### src/rtl/rv32v_wb_sequencer.sv
`default_nettype none
// +----------------------------------------------------------------------------+
// | Module  : rv32v_wb_sequencer (with package rv32v_wb_pkg)                    |
// | Purpose : Writer side of the vector register-file port. Accepts one result  |
// |           header, then streams NUM_LANES-wide data beats to the RF write    |
// |           port one beat per cycle until vl elements have been covered.      |
// |           Reports busy/busy_vd to hazard logic.                             |
// | Ports   : clk_i, rst_i (sync, active-high), flush_i                         |
// |           hdr_valid_i/hdr_ready_o, hdr_vd_i, hdr_sew_i, hdr_vl_i,           |
// |           hdr_single_bit_i       : result header handshake                  |
// |           data_valid_i/data_ready_o, data_i : data beat handshake           |
// |           w_data_o, vd_o, wen_o, vd_offset_o, wb_sew_o, wb_vl_o,            |
// |           write_single_bit_o     : registered RF writeback port             |
// |           done_o (1-cycle pulse), busy_o, busy_vd_o : status/hazard         |
// | Revision: 1.0 - initial release                                            |
// +----------------------------------------------------------------------------+

package rv32v_wb_pkg;
  typedef enum logic [1:0] {
    SEW8  = 2'd0,
    SEW16 = 2'd1,
    SEW32 = 2'd2
  } sew_t;
endpackage

module rv32v_wb_sequencer
  import rv32v_wb_pkg::*;
#(
  parameter int NUM_LANES = 2,
  parameter int VL_WIDTH  = 6,
  parameter int OFFSET_W  = 5
) (
  input  logic                    clk_i,
  input  logic                    rst_i,
  input  logic                    flush_i,
  input  logic                    hdr_valid_i,
  output logic                    hdr_ready_o,
  input  logic [4:0]              hdr_vd_i,
  input  sew_t                    hdr_sew_i,
  input  logic [VL_WIDTH-1:0]     hdr_vl_i,
  input  logic                    hdr_single_bit_i,
  input  logic                    data_valid_i,
  output logic                    data_ready_o,
  input  logic [NUM_LANES*32-1:0] data_i,
  output logic [NUM_LANES*32-1:0] w_data_o,
  output logic [4:0]              vd_o,
  output logic                    wen_o,
  output logic [OFFSET_W-1:0]     vd_offset_o,
  output sew_t                    wb_sew_o,
  output logic [VL_WIDTH-1:0]     wb_vl_o,
  output logic                    write_single_bit_o,
  output logic                    done_o,
  output logic                    busy_o,
  output logic [4:0]              busy_vd_o
);

  typedef enum logic [0:0] {
    ST_IDLE  = 1'b0,
    ST_WRITE = 1'b1
  } state_t;

  // One extra bit so offset+NUM_LANES never wraps before the last-beat compare.
  localparam logic [VL_WIDTH:0] LANES_INC = (VL_WIDTH + 1)'(NUM_LANES);

  state_t                  state_q, state_d;
  logic [4:0]              lat_vd_q, lat_vd_d;
  sew_t                    lat_sew_q, lat_sew_d;
  logic [VL_WIDTH-1:0]     lat_vl_q, lat_vl_d;
  logic                    lat_sb_q, lat_sb_d;
  logic [VL_WIDTH:0]       offset_q, offset_d;

  logic                    hdr_ready_q, hdr_ready_d;
  logic                    data_ready_q, data_ready_d;
  logic [NUM_LANES*32-1:0] w_data_q, w_data_d;
  logic [4:0]              vd_q, vd_d;
  logic                    wen_q, wen_d;
  logic [OFFSET_W-1:0]     vd_offset_q, vd_offset_d;
  sew_t                    wb_sew_q, wb_sew_d;
  logic [VL_WIDTH-1:0]     wb_vl_q, wb_vl_d;
  logic                    wsb_q, wsb_d;
  logic                    done_q, done_d;
  logic                    busy_q, busy_d;
  logic [4:0]              busy_vd_q, busy_vd_d;

  logic                    hdr_acc;
  logic                    beat_acc;
  logic [VL_WIDTH:0]       offset_next;
  logic                    last_beat;

  // Ready flags are registered copies of the state, so they read 0 in reset.
  assign hdr_acc     = hdr_valid_i & hdr_ready_q;
  assign beat_acc    = data_valid_i & data_ready_q;
  assign offset_next = offset_q + LANES_INC;
  assign last_beat   = (offset_next >= {1'b0, lat_vl_q});

  always_comb begin
    state_d      = state_q;
    lat_vd_d     = lat_vd_q;
    lat_sew_d    = lat_sew_q;
    lat_vl_d     = lat_vl_q;
    lat_sb_d     = lat_sb_q;
    offset_d     = offset_q;
    w_data_d     = w_data_q;
    vd_d         = vd_q;
    vd_offset_d  = vd_offset_q;
    wb_sew_d     = wb_sew_q;
    wb_vl_d      = wb_vl_q;
    wsb_d        = wsb_q;
    busy_vd_d    = busy_vd_q;
    wen_d        = 1'b0;
    done_d       = 1'b0;

    if (flush_i) begin
      // Anything accepted this cycle is squashed; a wen already registered still lands.
      state_d = ST_IDLE;
    end else begin
      case (state_q)
        ST_IDLE: begin
          if (hdr_acc) begin
            lat_vd_d  = hdr_vd_i;
            lat_sew_d = hdr_sew_i;
            lat_vl_d  = hdr_vl_i;
            lat_sb_d  = hdr_single_bit_i;
            busy_vd_d = hdr_vd_i;
            offset_d  = '0;
            if (hdr_vl_i == '0) begin
              done_d = 1'b1;
            end else begin
              state_d = ST_WRITE;
            end
          end
        end
        ST_WRITE: begin
          if (beat_acc) begin
            wen_d       = 1'b1;
            w_data_d    = data_i;
            vd_d        = lat_vd_q;
            vd_offset_d = offset_q[OFFSET_W-1:0];
            wb_sew_d    = lat_sew_q;
            wb_vl_d     = lat_vl_q;
            wsb_d       = lat_sb_q;
            offset_d    = offset_next;
            if (last_beat) begin
              done_d  = 1'b1;
              state_d = ST_IDLE;
            end
          end
        end
        default: state_d = ST_IDLE;
      endcase
    end

    hdr_ready_d  = (state_d == ST_IDLE);
    data_ready_d = (state_d == ST_WRITE);
    busy_d       = (state_d == ST_WRITE);
  end

  always_ff @(posedge clk_i) begin
    if (rst_i) begin
      state_q      <= ST_IDLE;
      lat_vd_q     <= '0;
      lat_sew_q    <= SEW8;
      lat_vl_q     <= '0;
      lat_sb_q     <= 1'b0;
      offset_q     <= '0;
      hdr_ready_q  <= 1'b0;
      data_ready_q <= 1'b0;
      w_data_q     <= '0;
      vd_q         <= '0;
      wen_q        <= 1'b0;
      vd_offset_q  <= '0;
      wb_sew_q     <= SEW8;
      wb_vl_q      <= '0;
      wsb_q        <= 1'b0;
      done_q       <= 1'b0;
      busy_q       <= 1'b0;
      busy_vd_q    <= '0;
    end else begin
      state_q      <= state_d;
      lat_vd_q     <= lat_vd_d;
      lat_sew_q    <= lat_sew_d;
      lat_vl_q     <= lat_vl_d;
      lat_sb_q     <= lat_sb_d;
      offset_q     <= offset_d;
      hdr_ready_q  <= hdr_ready_d;
      data_ready_q <= data_ready_d;
      w_data_q     <= w_data_d;
      vd_q         <= vd_d;
      wen_q        <= wen_d;
      vd_offset_q  <= vd_offset_d;
      wb_sew_q     <= wb_sew_d;
      wb_vl_q      <= wb_vl_d;
      wsb_q        <= wsb_d;
      done_q       <= done_d;
      busy_q       <= busy_d;
      busy_vd_q    <= busy_vd_d;
    end
  end

  assign hdr_ready_o        = hdr_ready_q;
  assign data_ready_o       = data_ready_q;
  assign w_data_o           = w_data_q;
  assign vd_o               = vd_q;
  assign wen_o              = wen_q;
  assign vd_offset_o        = vd_offset_q;
  assign wb_sew_o           = wb_sew_q;
  assign wb_vl_o            = wb_vl_q;
  assign write_single_bit_o = wsb_q;
  assign done_o             = done_q;
  assign busy_o             = busy_q;
  assign busy_vd_o          = busy_vd_q;

endmodule

`default_nettype wire

### config.mk
export PLATFORM = sky130hd
export DESIGN_NAME = rv32v_wb_sequencer
export DESIGN_NICKNAME = d
export VERILOG_FILES = /design/src/rtl/rv32v_wb_sequencer.sv
export SDC_FILE = /design/constraint.sdc
export NUM_CORES = 1
export LEC_CHECK = 0
export CELL_PAD_IN_SITES_DETAIL_PLACEMENT = 0
export CELL_PAD_IN_SITES_GLOBAL_PLACEMENT = 2
export CORE_ASPECT_RATIO = 0.9
export CORE_MARGIN = 2
export CORE_UTILIZATION = 24
export CTS_CLUSTER_DIAMETER = 40
export DETAILED_ROUTE_END_ITERATION = 6
export GPL_TIMING_DRIVEN = 0
export PLACE_DENSITY_LB_ADDON = 0.1
export SETUP_SLACK_MARGIN = 0.05
export SYNTH_ARGS = -nofsm -noshare
export SYNTH_HDL_FRONTEND = slang
export SYNTH_SLANG_ARGS = --single-unit
### constraint.sdc
create_clock -name clk_i -period 5.8 [get_ports clk_i]
set_clock_uncertainty 0.2 [all_clocks]
set_input_delay 0.58 -clock clk_i [delete_from_list [all_inputs] [get_ports clk_i]]
set_output_delay 0.58 -clock clk_i [all_outputs]
set_load 0.05 [all_outputs]
==> results of run 1 <==
## power groups by stage
stage | Sequential (W) | Clock [W] | Combinational [W]
floorplan | 0.000777 | 0 | 0.0000348
global placement | 0.000757 | 0 | 0.000137
detailed placement | 0.000757 | 0 | 0.000137
CTS | 0.000740 | 0.000655 | 0.000138
global route | 0.000741 | 0.000669 | 0.000147
finish | 0.000740 | 0.000618 | 0.000136
## cells by family (layout without fill, tap and decap cells)
| group | Yosys count | in the layout |
|---|---|---|
| and+or+nand+nor | 227 | 227 |
| AOI/OAI and AO/OA | 113 | 113 |
| DFF | 106 | 106 |
| buffers and inverters | 43 | 231 |
| adders and majority gates | 6 | 6 |
| xor gates and xnor gates | 3 | 3 |
| other | 1 | 1 |
## worst max path at each step
stage                              from                          end  slack [ns]  depth (start not counted)
6_report              busy_o$_SDFF_PP0_                 data_ready_o        3.38                          2
2_1_floorplan  offset_q[1]$_SDFFE_PP0P_            busy_o$_SDFF_PP0_        3.67                          7
3_3_place_gp                    flush_i  vd_offset_o[3]$_SDFFE_PP0P_        3.23                          6
3_5_place_dp                    flush_i  vd_offset_o[3]$_SDFFE_PP0P_        3.19                          6
4_1_cts               busy_o$_SDFF_PP0_                 data_ready_o        3.34                          2
5_1_grt        offset_q[1]$_SDFFE_PP0P_            busy_o$_SDFF_PP0_        3.22                          7
## area by class of cell
class                           count  share of cell area
Buffer                             37              0.0280
Clock buffer                       11              0.0390
Clock inverter                      4             0.00845
Inverter                            6             0.00362
Multi-Input combinational cell    350               0.260
Sequential cell                   106               0.341
Tap cell                          207              0.0416
Timing Repair Buffer              173               0.278
## registers in the layout, indices dropped and copies added (netlist names), 2 cells and up
signal / count
busy_vd_o: 5
lat_sew_q: 2
lat_vl_q: 6
offset_q: 6
vd_o: 5
vd_offset_o: 4
w_data_o: 64
wb_sew_o: 2
wb_vl_o: 6
## worst reg2reg max path: stages (launching register included)
cell,delay (ns)
dfxtp_1,0.45
ha_1,0.30
nand3_1,0.12
xnor2_1,0.18
ha_1,0.21
or4b_4,0.54
nand4_1,0.12
and4b_1,0.20
## placed cells by master, fill, tap and decap left out, types with 3 or more instances in the layout
| cell type | count |
|---|---|
| a21oi_1 | 101 |
| buf_2 | 12 |
| buf_4 | 3 |
| clkbuf_1 | 21 |
| clkbuf_16 | 9 |
| clkdlybuf4s50_1 | 173 |
| clkinvlp_4 | 3 |
| dfxtp_1 | 106 |
| ha_1 | 6 |
| inv_1 | 6 |
| nand2_1 | 195 |
| nand3_1 | 7 |
| nor2_1 | 10 |
| nor3_1 | 3 |
| o21ai_0 | 4 |
## per-layer routing
| layer | vias to the layer above | routed length [um] |
|---|---|---|
| li1 | 1990 | - |
| met1 | 1806 | 5580 |
| met5 | - | 0 |
| met3 | 15 | 882 |
| met4 | 0 | 232 |
| met2 | 116 | 5620 |
## stage by stage
| stage | cells | total power, W | area (sq um) | utilization | setup WS [ns] |
|---|---|---|---|---|---|
| 2_1_floorplan | 499 | 0.000812 | 3930 | - | 3.67 |
| 3_3_place_gp | 879 | 0.000894 | 5920 | 0.368 | 3.23 |
| 3_5_place_dp | 879 | 0.000895 | 5920 | 0.368 | 3.19 |
| 4_1_cts | 894 | 0.00153 | 6220 | 0.387 | 3.34 |
| 5_1_grt | 894 | 0.00156 | 6220 | 0.387 | 3.22 |
| 6_report | 894 | 0.00149 | 6220 | 0.387 | 3.38 |
==> run metrics, run 1 <==
status completed; largest family of logic cells by synthesized area simple AND/OR/NAND/NOR gates; clock slew at reported path FFs approximately 0.070 ns; Via density approximately 4.4; Nets between 700 and 800; Max Root-Sink Buffers 2; Mapped Nets between 500 and 600; CTS HTree Levels 3; delay-heaviest family, CP buffers and inverters; Pint between 0.001 and 0.0015 W; clock sink total between 100 and 150; met1 Resource Use GR 0.175; mux cell area share after synthesis 0; post-synth top area cell dfxtp_1; DR iter-0 viols 121; critical path cell sequence buf_4 -> clkdlybuf4s50_1; total die area approximately 17000 sq um; chip height approximately 130 um; reg2reg start offset_q[1]$_SDFFE_PP0P_; Worst-Margin Slew roughly 0.57 ns; top area cells in the synthesized netlist dfxtp_1 54%, nand2_1 19%, a21oi_1 13%, clkbuf_1 1.9%, ha_1 1.9%; sequential element share of the synthesized area 0.540; final worst-path cycle share 0.417; top_reg_cell synth dfxtp_1; Synth top area share 0.540; startpoint types flip-flop; yosys warns 0; MaxCap Viol Count 0; clock network fraction of total power 0.413; TritonRoute pass-1 iters 4; layout cell share with drive strength beyond 1 0.0480; Detail Placement HPWL between 9000 and 10000 um; Post-synth EDFFs 0; PortBufs 173; placer's final routability congestion estimate between 0.7 and 0.8; CTS resizes 0; CP bufs+invs 2; Initial Util 0.245; fillers ~1600; end of the worst register-to-register path busy_o$_SDFF_PP0_; post-DR wirelength/cell 13.8 um; CP max-delay cell clkdlybuf4s50_1; met2 Resource Use GR 0.230; worst-path maximum fanout 3; Worst setup EP type primary output; cell area power density 240 nW/um^2; hold_sp w_data_o[38]$_SDFFE_PP0P_; flop-to-flop setup slack roughly 3.4 ns; Diodes inserted 0; Post-synth top cells 195 x nand2_1, 106 x dfxtp_1, 101 x a21oi_1; Final Hold Fails 0; RSZ-0062 raised after global routing no; Flop pwr share 0.495; Antenna Nets Post-Route 0; Psw 0.000344 W; synthesized instance count about 500; R2R depth 7; Worst Hold Class flip-flop to flip-flop; GRT overflow 0; worst hold path depth 2; met3 Use GR 0.0506; IO Pins about 180; CP Data Arrival Time approximately 1.6 ns; post-synthesis cell area just under 4000 sq um; WS Path Type flip-flop to primary output; synth unique cells 35; Synth Area in Simple Gates 0.234; number of antenna violations at the first check in global routing 0; setup TNS 0 ns; Vias just under 4000; Root Buffer clkbuf_16; DRC 0; Yosys reg bits 106; xor/xnor share of the synthesized area 0.00668; hold buffers post-CTS 0; multi-input logic area 1610 sq um; leakage between 2 and 2.5 nW; number of buffers created by CTS 9; global route hottest layer met2; Seq. cell area about 2100 sq um; ys async rst share 0; # setup viols final 0; min cycle time layout 2.42 ns; hold_ws about 0.25 ns; Core Box Area roughly 16000 sq um; pin count of the biggest net entering global routing 17; clk_lat worst skew about 0.35 ns; Worst EP required between 5 and 6 ns; Comb pwr share 0.091; Post-Syn Area per Cell approximately 8 sq um; CTS tree yes; vias in the first global route approximately 3800; total global-route track usage 0.142; Slew Viols, Final 0; Setup Buffers After CTS 0; fmax ~0.41 GHz; die width between 100 and 150 um; fraction of the mapped netlist area in adder cells 0.0191; Max VDD drop around 140 uV; Layout area overhead 58.1%; DRT Wirelength 12300 um; Max-Slew Margin vs Limit 0.620; Synth Area in Compound Gates 0.150; most frequent cell after synthesis nand2_1; Sw Share 0.230; row cnt 44; Max stage delay on crit path roughly 0.8 ns; first-pass GRT wire length between 15000 and 20000 um; Worst Hold Endpoint w_data_o[38]$_SDFFE_PP0P_
(Power assumes the default switching activity.)
==> run 2, diff against run 1 <==
--- a/config.mk
+++ b/config.mk
@@ -9,7 +9,7 @@
 export CELL_PAD_IN_SITES_GLOBAL_PLACEMENT = 2
 export CORE_ASPECT_RATIO = 0.9
 export CORE_MARGIN = 2
-export CORE_UTILIZATION = 24
+export CORE_UTILIZATION = 22
 export CTS_CLUSTER_DIAMETER = 40
 export DETAILED_ROUTE_END_ITERATION = 6
 export GPL_TIMING_DRIVEN = 0
==> constraint.sdc (replaced) <==
create_clock -name clk_i -period 2.4 [get_ports clk_i]
set_clock_uncertainty 0.2 [all_clocks]
set_input_delay 0.24 -clock clk_i [delete_from_list [all_inputs] [get_ports clk_i]]
set_output_delay 0.24 -clock clk_i [all_outputs]
set_load 0.05 [all_outputs]
==> run metrics, run 2 (synthesis gave the netlist of run 1 again) <==
Layout area overhead 59.8%; Max Root-Sink Buffers 2; DRC 0; commonest non-fill, non-tap cell in the layout nand2_1; placer's final routability congestion estimate 0.709; # setup viols final 0; Worst setup EP type flip-flop; IO Pins between 150 and 200; Core Box Area 17600 sq um; Worst EP required about 2.5 ns; leakage ~2.1 nW; clock slew at reported path FFs 0.07 ns; first-pass GRT wire length ~20000 um; CP Data Arrival Time about 2.3 ns; DR iter-0 viols between 100 and 150; WS Path Type flip-flop to flip-flop; final worst-path cycle share 0.915; Worst Hold Class input port to flip-flop; most frequent cells in the layout 195 x nand2_1, 173 x clkdlybuf4s50_1, 104 x dfxtp_1; PortBufs ~170; CTS tree yes; number of antenna violations at the first check in global routing 0; chip height 131 um; setup TNS 0 ns; Detail Placement HPWL about 9000 um; RSZ-0062 raised after global routing no; count of non-filler cells in the finished layout 929; hold_ws between 0.2 and 0.25 ns; CTS HTree Levels 3; fmax about 0.46 GHz; GRT overflow 0; total die area 19000 sq um; startpoint types flip-flop; Inst Count DP between 900 and 1000; Vias slightly below 4000; Final Hold Fails 0; Worst-Margin Slew 0.588 ns; Nets between 700 and 800; post-DR wirelength/cell between 10 and 15 um; min cycle time layout 2.20 ns; status completed; total global-route track usage 0.131; MaxCap Viol Count 0; pin count of the biggest net entering global routing 17; row cnt 46; number of buffers created by CTS 9; Via density ~4.2; cell area power density 584 nW/um^2; Max VDD drop between 300 and 400 uV; TritonRoute pass-1 iters 4; number of flip-flops in the largest register 64; Root Buffer clkbuf_16; DRT Wirelength between 10000 and 15000 um; Initial Util 0.224; clk_lat worst skew around 0.35 ns; Diodes inserted 0; layout cell share with drive strength beyond 1 0.0537; vias in the first global route 3702; worst-path maximum fanout 7; Slew Viols, Final 0; clock sink total about 110; fillers about 1900; die width 145 um; Max-Slew Margin vs Limit 0.608; Antenna Nets Post-Route 0
-- run 2: cell types whose count changed in the layout (fill, tap and decap cells not counted), sizes merged --
cell | before | now
clkbuf | 32 | 33
clkinv | 0 | 1
clkinvlp | 3 | 2
dlygate4sd3 | 0 | 1
-- run 2: worst max-delay path: stages, from the launching register on --
cell	delay, ns
dfxtp_2	0.39
ha_2	0.23
nand3_1	0.10
xnor2_1	0.17
ha_1	0.21
or4b_4	0.54
nand4_1	0.12
and4b_1	0.19
-- run 2: layout make-up --
class,count,area [sq um],share of cell area
timing repair buffer,174,1740,0.277
sequential,106,2120,0.338
clock inverter,4,50.0,0.00796
clock buffer,12,256,0.0408
tap,240,300,0.0478
inverter,6,22.5,0.00358
buffer,37,174,0.0277
multi-input combinational,350,1620,0.257
-- run 2: repair_timing --
| item | in CTS | in global routing |
|---|---|---|
| hold buffers | 1 | 0 |
| endpoints found under the hold margin | 1 | 0 |
| endpoints found under the setup margin | 0 | 3 |
| buffers inserted | 0 | 0 |
| resized for setup | 0 | 3 |
-- run 2: through the flow --
step	util	instance area [sq um]	worst slack, ns	power [W]
finish	0.358	6290	0.204	0.00367
global route	0.358	6290	0.0840	0.00383
CTS	0.358	6280	0.0632	0.00375
detailed placement	0.340	5960	0.0840	0.00216
global placement	0.340	5960	0.0826	0.00216
floorplan	-	3930	0.267	0.00196
-- run 2: power by group --
| part | internal (W) | switching, W |
|---|---|---|
| logic | 0.000171 | 0.000160 |
| clock network | 0.000866 | 0.000685 |
| registers | 0.00178 | 0.0000123 |
-- run 2: per-layer routing --
metal,wire length (um),GRT usage,vias up
li1,-,-,1996
met2,5750,0.216,106
met1,5980,0.165,1749
met3,873,0.0479,9
met4,125,0.0349,0
met5,0,0,-
-- run 2: path summary, 6_finish.rpt --
path | start | endpoint | slack [ns] | cells after the start
hold / removal | data_i[56] | w_data_o[56]$_SDFFE_PP0P_ | 0.23 | 3
setup / recovery | offset_q[1]$_SDFFE_PP0P_ | busy_o$_SDFF_PP0_ | 0.20 | 7
hold reg to reg | w_data_o[16]$_SDFFE_PP0P_ | w_data_o[16]$_SDFFE_PP0P_ | 0.25 | 2
setup reg to reg | offset_q[1]$_SDFFE_PP0P_ | busy_o$_SDFF_PP0_ | 0.20 | 7
